## src/rtl/fetch_pkg.sv

```systemverilog
// Shared definitions for the instruction-fetch sequencer: word field layout,
// opcodes that fetch cares about, and the sequencer state encoding.
package fetch_pkg;

    localparam int TYPE_MSB = 23;
    localparam int TYPE_LSB = 22;
    localparam int OPC_MSB  = 21;
    localparam int OPC_LSB  = 17;
    localparam int IMM_MSB  = 16;
    localparam int IMM_LSB  = 0;

    localparam logic [1:0] TYPE_JUMP = 2'b00;

    localparam logic [4:0] OPC_J   = 5'b01100;
    localparam logic [4:0] OPC_JAL = 5'b01101;
    localparam logic [4:0] OPC_JR  = 5'b00110;

    localparam logic [2:0] LINK_REG = 3'd7;

    typedef enum logic {
        ST_RUN  = 1'b0,
        ST_HALT = 1'b1
    } fetch_state_e;

endpackage

```

## src/rtl/fetch_predecode.sv

```systemverilog
// Combinational J/JAL recognition and jump-target extraction for a fetched word.
module fetch_predecode
    import fetch_pkg::*;
#(
    parameter int ADDR_W  = 24,
    parameter int INSTR_W = 24
) (
    input  logic [INSTR_W-1:0] instr_i,
    output logic               is_j_o,
    output logic               is_jal_o,
    output logic [ADDR_W-1:0]  target_o
);

    logic [1:0]  word_type;
    logic [4:0]  word_opc;
    logic [16:0] word_imm;

    always_comb begin
        word_type = instr_i[TYPE_MSB:TYPE_LSB];
        word_opc  = instr_i[OPC_MSB:OPC_LSB];
        word_imm  = instr_i[IMM_MSB:IMM_LSB];
        is_j_o    = (word_type == TYPE_JUMP) && (word_opc == OPC_J);
        is_jal_o  = (word_type == TYPE_JUMP) && (word_opc == OPC_JAL);
        target_o  = ADDR_W'(word_imm);
    end

endmodule

```

## src/rtl/fetch_sequencer.sv

```systemverilog
// Instruction-fetch controller: owns the PC, resolves J/JAL in fetch, feeds decode
// through a one-entry valid/ready stage and parks on the self-jump idiom.
//   state   | meaning
//   ST_RUN  | fetching, capturing into the output stage
//   ST_HALT | PC frozen after "J self"; only a redirect or reset leaves
module fetch_sequencer
    import fetch_pkg::*;
#(
    parameter int ADDR_W   = 24,
    parameter int INSTR_W  = 24,
    parameter int PC_STEP  = 3,
    parameter int RESET_PC = 0,
    parameter int CNT_W    = 16
) (
    input  logic               clk,
    input  logic               reset,
    output logic [ADDR_W-1:0]  ReadAddress,
    input  logic [INSTR_W-1:0] Instruction,
    output logic [INSTR_W-1:0] InstrOut,
    output logic [ADDR_W-1:0]  InstrPC,
    output logic               InstrValid,
    input  logic               InstrReady,
    input  logic               RedirectValid,
    input  logic [ADDR_W-1:0]  RedirectTarget,
    output logic               LinkWe,
    output logic [ADDR_W-1:0]  LinkData,
    output logic               Halted,
    output logic [CNT_W-1:0]   FetchCount
);

    fetch_state_e       state_q, state_d;
    logic [ADDR_W-1:0]  pc_q, pc_d;
    logic [INSTR_W-1:0] instr_q, instr_d;
    logic [ADDR_W-1:0]  ipc_q, ipc_d;
    logic               valid_q, valid_d;
    logic [CNT_W-1:0]   cnt_q, cnt_d;

    logic               is_j;
    logic               is_jal;
    logic [ADDR_W-1:0]  jump_target;
    logic               stall;
    logic               handshake;
    logic               capture;
    logic [ADDR_W-1:0]  pc_inc;

    fetch_predecode #(
        .ADDR_W  (ADDR_W),
        .INSTR_W (INSTR_W)
    ) u_predecode (
        .instr_i  (Instruction),
        .is_j_o   (is_j),
        .is_jal_o (is_jal),
        .target_o (jump_target)
    );

    assign stall     = valid_q && !InstrReady;
    assign handshake = valid_q && InstrReady;
    assign capture   = (state_q == ST_RUN) && !RedirectValid && !stall;
    assign pc_inc    = pc_q + ADDR_W'(PC_STEP);

    always_ff @(posedge clk) begin
        if (reset) begin
            state_q <= ST_RUN;
        end else begin
            state_q <= state_d;
        end
    end

    always_comb begin
        state_d = state_q;
        case (state_q)
            ST_RUN: begin
                if (capture && is_j && (jump_target == pc_q)) begin
                    state_d = ST_HALT;
                end
            end
            ST_HALT: begin
                if (RedirectValid) begin
                    state_d = ST_RUN;
                end
            end
            default: state_d = ST_RUN;
        endcase
    end

    // LinkWe is combinational so the R7 write lands in the same cycle the JAL is consumed.
    always_comb begin
        ReadAddress = pc_q;
        Halted      = (state_q == ST_HALT);
        LinkWe      = !reset && capture && is_jal;
        LinkData    = LinkWe ? pc_inc : '0;
    end

    always_comb begin
        pc_d    = pc_q;
        instr_d = instr_q;
        ipc_d   = ipc_q;
        valid_d = valid_q && !handshake;
        cnt_d   = cnt_q;

        if (handshake && (cnt_q != {CNT_W{1'b1}})) begin
            cnt_d = cnt_q + CNT_W'(1);
        end

        if (RedirectValid) begin
            pc_d    = RedirectTarget;
            valid_d = 1'b0;
        end else if (capture) begin
            if (is_j || is_jal) begin
                pc_d    = jump_target;
                valid_d = 1'b0;
            end else begin
                instr_d = Instruction;
                ipc_d   = pc_q;
                valid_d = 1'b1;
                pc_d    = pc_inc;
            end
        end
    end

    always_ff @(posedge clk) begin
        if (reset) begin
            pc_q    <= ADDR_W'(RESET_PC);
            instr_q <= '0;
            ipc_q   <= '0;
            valid_q <= 1'b0;
            cnt_q   <= '0;
        end else begin
            pc_q    <= pc_d;
            instr_q <= instr_d;
            ipc_q   <= ipc_d;
            valid_q <= valid_d;
            cnt_q   <= cnt_d;
        end
    end

    assign InstrOut   = instr_q;
    assign InstrPC    = ipc_q;
    assign InstrValid = valid_q;
    assign FetchCount = cnt_q;

endmodule

```

## config.mk

```make
export PLATFORM = sky130hd
export DESIGN_NAME = fetch_sequencer
export DESIGN_NICKNAME = d
export VERILOG_FILES = /design/src/rtl/fetch_pkg.sv /design/src/rtl/fetch_predecode.sv /design/src/rtl/fetch_sequencer.sv
export SDC_FILE = /design/constraint.sdc
export NUM_CORES = 1
export LEC_CHECK = 0
export ABC_AREA = 1
export CORE_MARGIN = 2
export CORE_UTILIZATION = 43
export CTS_CLUSTER_DIAMETER = 150
export DETAILED_ROUTE_END_ITERATION = 8
export GPL_ROUTABILITY_DRIVEN = 1
export GPL_TIMING_DRIVEN = 0
export PLACE_DENSITY_LB_ADDON = 0.08
export REMOVE_ABC_BUFFERS = 1
export SYNTH_ARGS = -nofsm -noshare
export SYNTH_HDL_FRONTEND = slang
export SYNTH_HIERARCHICAL = 1
export SYNTH_SLANG_ARGS = --single-unit
```

## constraint.sdc

```tcl
create_clock -name clk -period 1.7 [get_ports clk]
set_input_delay 0.34 -clock clk [delete_from_list [all_inputs] [get_ports clk]]
set_output_delay 0.34 -clock clk [all_outputs]
set_load 0.1 [all_outputs]
```

---- Yosys cells after proc, flatten, opt, wreduce, memory -nomap -nowiden ----
Cells that the tools add are included.
Widths: inputs -> output; s select.
word-level totals
  word-level logic and storage cells ...... 46
  output and inout port bits .............. 115
  register bits after elaboration ......... 90
  input port bits ......................... 52
cells by class
  bitwise logic cells ..................... 3
  add/sub/neg operators ................... 2
  reductions and logical operators ........ 22
  mux-type cells .......................... 9
  equality and inequality tests ........... 4
operator list
  cell                   number
  $mux 24                4
  $add 24x2->24 const B  1
  $eq 17x24->1           1
  $add 16x1->16 const B  1
  $ne 16x16->1 const B   1
  $logic_and 1x1->1      12
  $eq 5x4->1 const B     2
  $logic_not 1->1        5
  $mux 1                 4
  $not 1->1              3
  $reduce_and 3->1       1
  $logic_not 2->1        1
  $pmux 1 s2             1
  $reduce_bool 2->1      1
  $reduce_or 2->1        1
  $logic_or 1x1->1       1

---- Logic depth before layout (Yosys ltp) ----
  depth after elaboration ................. 8
  depth in mapped cells ................... 13
  depth with buffers taken out ............ 13

---- By module ----
The synthesis kept the hierarchy.
modules (own cells, without submodules)
  module           area each (µm²)  sequential area each (µm²)  cells an instance  times used
  fetch_sequencer  5210.0           1801.7                      774                1
  fetch_predecode  224.0            0.0                         35                 1

---- Least setup slack after synthesis ----
No wires, ideal clock.
  path type ............................... register -> output
  from .................................... reg valid_q (netlist: InstrValid)
  to ...................................... out LinkData[17]
  slack ................................... -2.979 ns
  buffers on the path ..................... 1
  data required time ...................... 1.360 ns
  arrival ................................. 4.339 ns
  stages on the path, launching flop included .. 7
  cell sequence ........................... dfxtp_1 nand2_1 nand2_1 nor2_1 inv_1 clkbuf_1 a21oi_1
between the ends
  longest elaborated chain between the ends .. 6
ends and longest elaborated chain
  element                          RTL line                text
  from (decl)                      fetch_sequencer.sv:35   logic valid_q, valid_d;
  from (signal assigned)           fetch_sequencer.sv:132  valid_q <= valid_d;
  $logic_and 1x1->1                fetch_sequencer.sv:56   assign stall = valid_q && !InstrReady;
  $logic_not 1->1                  fetch_sequencer.sv:58   assign capture = (state_q == ST_RUN) && !RedirectValid && !stall;
  $logic_and 1x1->1                fetch_sequencer.sv:58
  $logic_and 1x1->1 (2 in series)  fetch_sequencer.sv:90   LinkWe = !reset && capture && is_jal;
  net LinkWe                       fetch_sequencer.sv:25   output logic LinkWe,
  $mux 24                          fetch_sequencer.sv:91   LinkData = LinkWe ? pc_inc : '0;
  to (decl)                        fetch_sequencer.sv:26   output logic [ADDR_W-1:0] LinkData,
The timed path passes the listed nets, and every way through them passes these cells.

---- Worst setup path after layout ----
  from .................................... reg pc_q[1] (netlist: ReadAddress[1])
  to ...................................... out LinkData[18]
between the ends
  longest elaborated chain between the ends .. 2
ends and longest elaborated chain
  element                 RTL line                text
  from (decl)             fetch_sequencer.sv:32   logic [ADDR_W-1:0] pc_q, pc_d;
  from (signal assigned)  fetch_sequencer.sv:123  pc_q <= ADDR_W'(RESET_PC);
  from (signal assigned)  fetch_sequencer.sv:129  pc_q <= pc_d;
  $add 24x2->24           fetch_sequencer.sv:59   assign pc_inc = pc_q + ADDR_W'(PC_STEP);
  $mux 24                 fetch_sequencer.sv:91
No other way between the ends.

==> out/metrics.cfg <==
[synthesis]
synthArstFlopShare_pct = 0
netlist_instances = 809
synth-seq-cells = 90
yosysSeqAreaShare_pct = 33.2
synth_largest_area_cell = dfxtp_1
ys_warn_count = 6
ys.flop_type = dfxtp_1
synth_common_cells = nand2_1 (188), a21oi_1 (105), dfxtp_1 (90)
synthTopCellsByArea = dfxtp_1 (33%), nand2_1 (13%), a21oi_1 (9.7%)
synth_edf_count = 0
synth_top_cell_area_share_pct = 33.2
synth_most_common_cell = nand2_1
syn_area_um2 = 5430
synth_cell_types = 40
syn_area_per_cell_um2 = 6.72

[min_path]
worst_hold_startpoint = Instruction[19]
hp-class = in -> reg
min_to = InstrOut[19]
min_path_cells = 3

[cells_and_area]
final_area_um2 = 8780
multi_input_area_um2 = 3630
area_delta_synth_final_pct = 61.5
diodes = 0
seqCellArea_um2 = 1880
nets = 1044
drive_above_1_share_pct = 39.3
fill_cells = 1048
instances_no_fill = 1167

[die]
ios = 167
num_rows = 41
die_area_um2 = 13600
die_h_um = 116
core-area_um2 = 12500
fp.dieW_um = 116
start_util_pct = 43.6

[timing]
holdWs_ns = 0.251
final.min_clock_period_ns = 2.24
finalClockSkew_ns = 0.00699
relSlewSlack_pct = 42.5
period_share_pct = 132
hold_violations = 0
setup_slack_ns = -0.544
rsz0062_at_grt = true
drv_slew = 0
setup_viol = 26
worstMarginPinSlew_ns = 0.858
max_freq_ghz = 0.446

[placement]
dp_slack_ns = -2.52
gp_congestion = 0.918
dpl-instance-area_um2 = 6940
dp.cells = 1085
io_buffers = 166
dp_hpwl_um = 12200

[grt]
grt_max_degree = 70
track_usage_pct = 29.0
grt_pass1_vias = 5889
grt-ovfl-total = 0
antenna_found_initial = 0
grt_first_pass_wirelength_um = 30500

[setup_path]
cp_slowest_cell = dfxtp_2
start_kind = register
crit_type = reg -> out
cp-end-kind = primary output
worstPathArrival_ns = 1.90
r2r_setup_slack_ns = -0.03
worstReg2RegEnd = ReadAddress[18]
worstRegToRegCells = 13
critPathMaxStageDelay_ns = 0.35
worstReg2RegStart = ReadAddress[1]
cp.depth = 10
crit_fanout = 5
worst-path-buf-inv = 4
worst_ep_required_time_ns = 1.36
cp_top_family = buffers and inverters
worstPathCellList = inv_4 > ha_4 > inv_2 > nand2_4 > nor2_4 > nand3_4 > buf_6 > o21ai_4 > a21oi_4 > buf_12

[clock_tree]
clk_pin_slew_ns = 0.07
worst_skew_pair.late_latency_ns = 0.35
clockBufferDepth = 2
clock-sinks = 90
clock-root-buffer = clkbuf_16
htreeDepth = 3
cts_tree = done
cts_buffers = 9

[route]
vias = 6269
drt-pass1-iter-count = 5
vias_per_cell = 5.37
route.detailed.drc = 0
drt-initial-drc-count = 502
drt_wl_total_um = 20800
antenna_left = 0
wl_per_cell_um = 17.8

[power]
leakage_nw = 3.33
max-vdd-ir-drop_v = 0.000606
power.density_nw_per_um2 = 736

[status]
status = complete, but fails checks
violations = setup timing

[job]
maxCapViolations = 0

## through the flow
stage / utilization [%] / power, mW / TNS (ns)
after floorplan: - / 3.68 / -151.53
after global placement: 55.1 / 4.22 / -358.54
after detailed placement: 55.6 / 4.25 / -216.18
after CTS: 67.6 / 6.36 / -10.84
after global routing: 70.4 / 6.70 / -12.49
final: 70.4 / 6.46 / -10.47
## what timing repair did
| action | CTS | global route |
|---|---|---|
| gates resized for setup | 735 | 96 |
| setup endpoints to repair | 204 | 91 |
| hold buffers | 0 | 0 |
| setup buffers | 47 | 12 |
| pin swaps | 40 | 41 |
| cloned | 6 | 2 |
## layer usage
layer | vias up | share of wire [%] | GRT usage (%)
met5 | - | 0 | 0
met4 | 0 | 2.1 | 9.29
met3 | 36 | 7.0 | 6.43
met2 | 262 | 49 | 48.4
met1 | 2976 | 42 | 37.4
li1 | 2995 | - | -
## cells in the final DEF (no fill, tap or decap), types with 7 or more instances in the layout
| cell | n |
|---|---|
| nand2_2 | 28 |
| a21oi_2 | 8 |
| buf_6 | 11 |
| nand2_4 | 8 |
| conb_1 | 7 |
| o21ai_1 | 11 |
| xor2_1 | 13 |
| buf_4 | 45 |
| inv_1 | 41 |
| a21oi_4 | 8 |
| nor2_1 | 29 |
| buf_12 | 30 |
| dfxtp_1 | 66 |
| nand3_1 | 65 |
| nor2_4 | 34 |
| or2_2 | 10 |
| nor2_2 | 13 |
| inv_2 | 12 |
| buf_2 | 32 |
| clkbuf_16 | 9 |
| nand4_1 | 8 |
| clkdlybuf4s50_1 | 41 |
| xnor2_1 | 8 |
| o21ai_0 | 34 |
| nand2_1 | 163 |
| clkdlybuf4s15_2 | 56 |
| dfxtp_4 | 21 |
| a21oi_1 | 97 |
## where the power goes
part | internal [mW] | total [mW] | switching (mW)
clock network | 1.08 | 1.98 | 0.899
logic | 0.605 | 2.13 | 1.53
registers | 2.22 | 2.35 | 0.129
## registers in the layout, summed over array words and instances (netlist names)
name,count
InstrPC,24
Halted,1
InstrOut,24
FetchCount,16
InstrValid,1
ReadAddress,24
## how the worst max path moves through the flow
stage	startpoint	to	slack, ns
global placement	reset	LinkData[17]	-4.57
global route	ReadAddress[1]	LinkData[18]	-0.63
finish	ReadAddress[1]	LinkData[18]	-0.54
floorplan	InstrValid	LinkData[11]	-3.27
detailed placement	reset	LinkData[12]	-2.52
CTS	ReadAddress[1]	LinkData[18]	-0.54
## area by class of cell
| cell class | instances | share of cell area [%] |
|---|---|---|
| clock inverter | 5 | 0.428 |
| clock buffer | 11 | 2.88 |
| timing repair inverter | 2 | 0.143 |
| inverter | 62 | 3.28 |
| sequential | 90 | 21.5 |
| multi-input combinational | 596 | 41.3 |
| tap | 172 | 2.45 |
| timing repair buffer | 229 | 28.1 |
## kinds of logic (layout without fill, tap and decap cells)
kind of cell / count (synthesis) / count (layout) / share of synthesized area [%]
AOI/OAI and AO/OA: 180 / 180 / 18.0
xor gates and xnor gates: 29 / 29 / 4.67
adders and majority gates: 2 / 2 / 0.460
buffers and inverters: 133 / 309 / 12.8
DFF: 90 / 90 / 33.2
other: 1 / 7 / 0.0690
and+or+nand+nor: 374 / 378 / 30.8
## worst register-to-register path, delay by kind of cell, from the launching register on
kind | cells | cell delay (ns)
and+or+nand+nor | 7 | 0.63
adders and majority gates | 1 | 0.16
DFF | 1 | 0.35
AOI/OAI and AO/OA | 2 | 0.22
buffers and inverters | 3 | 0.26
Note: power is estimated with default switching activity, not from simulation.
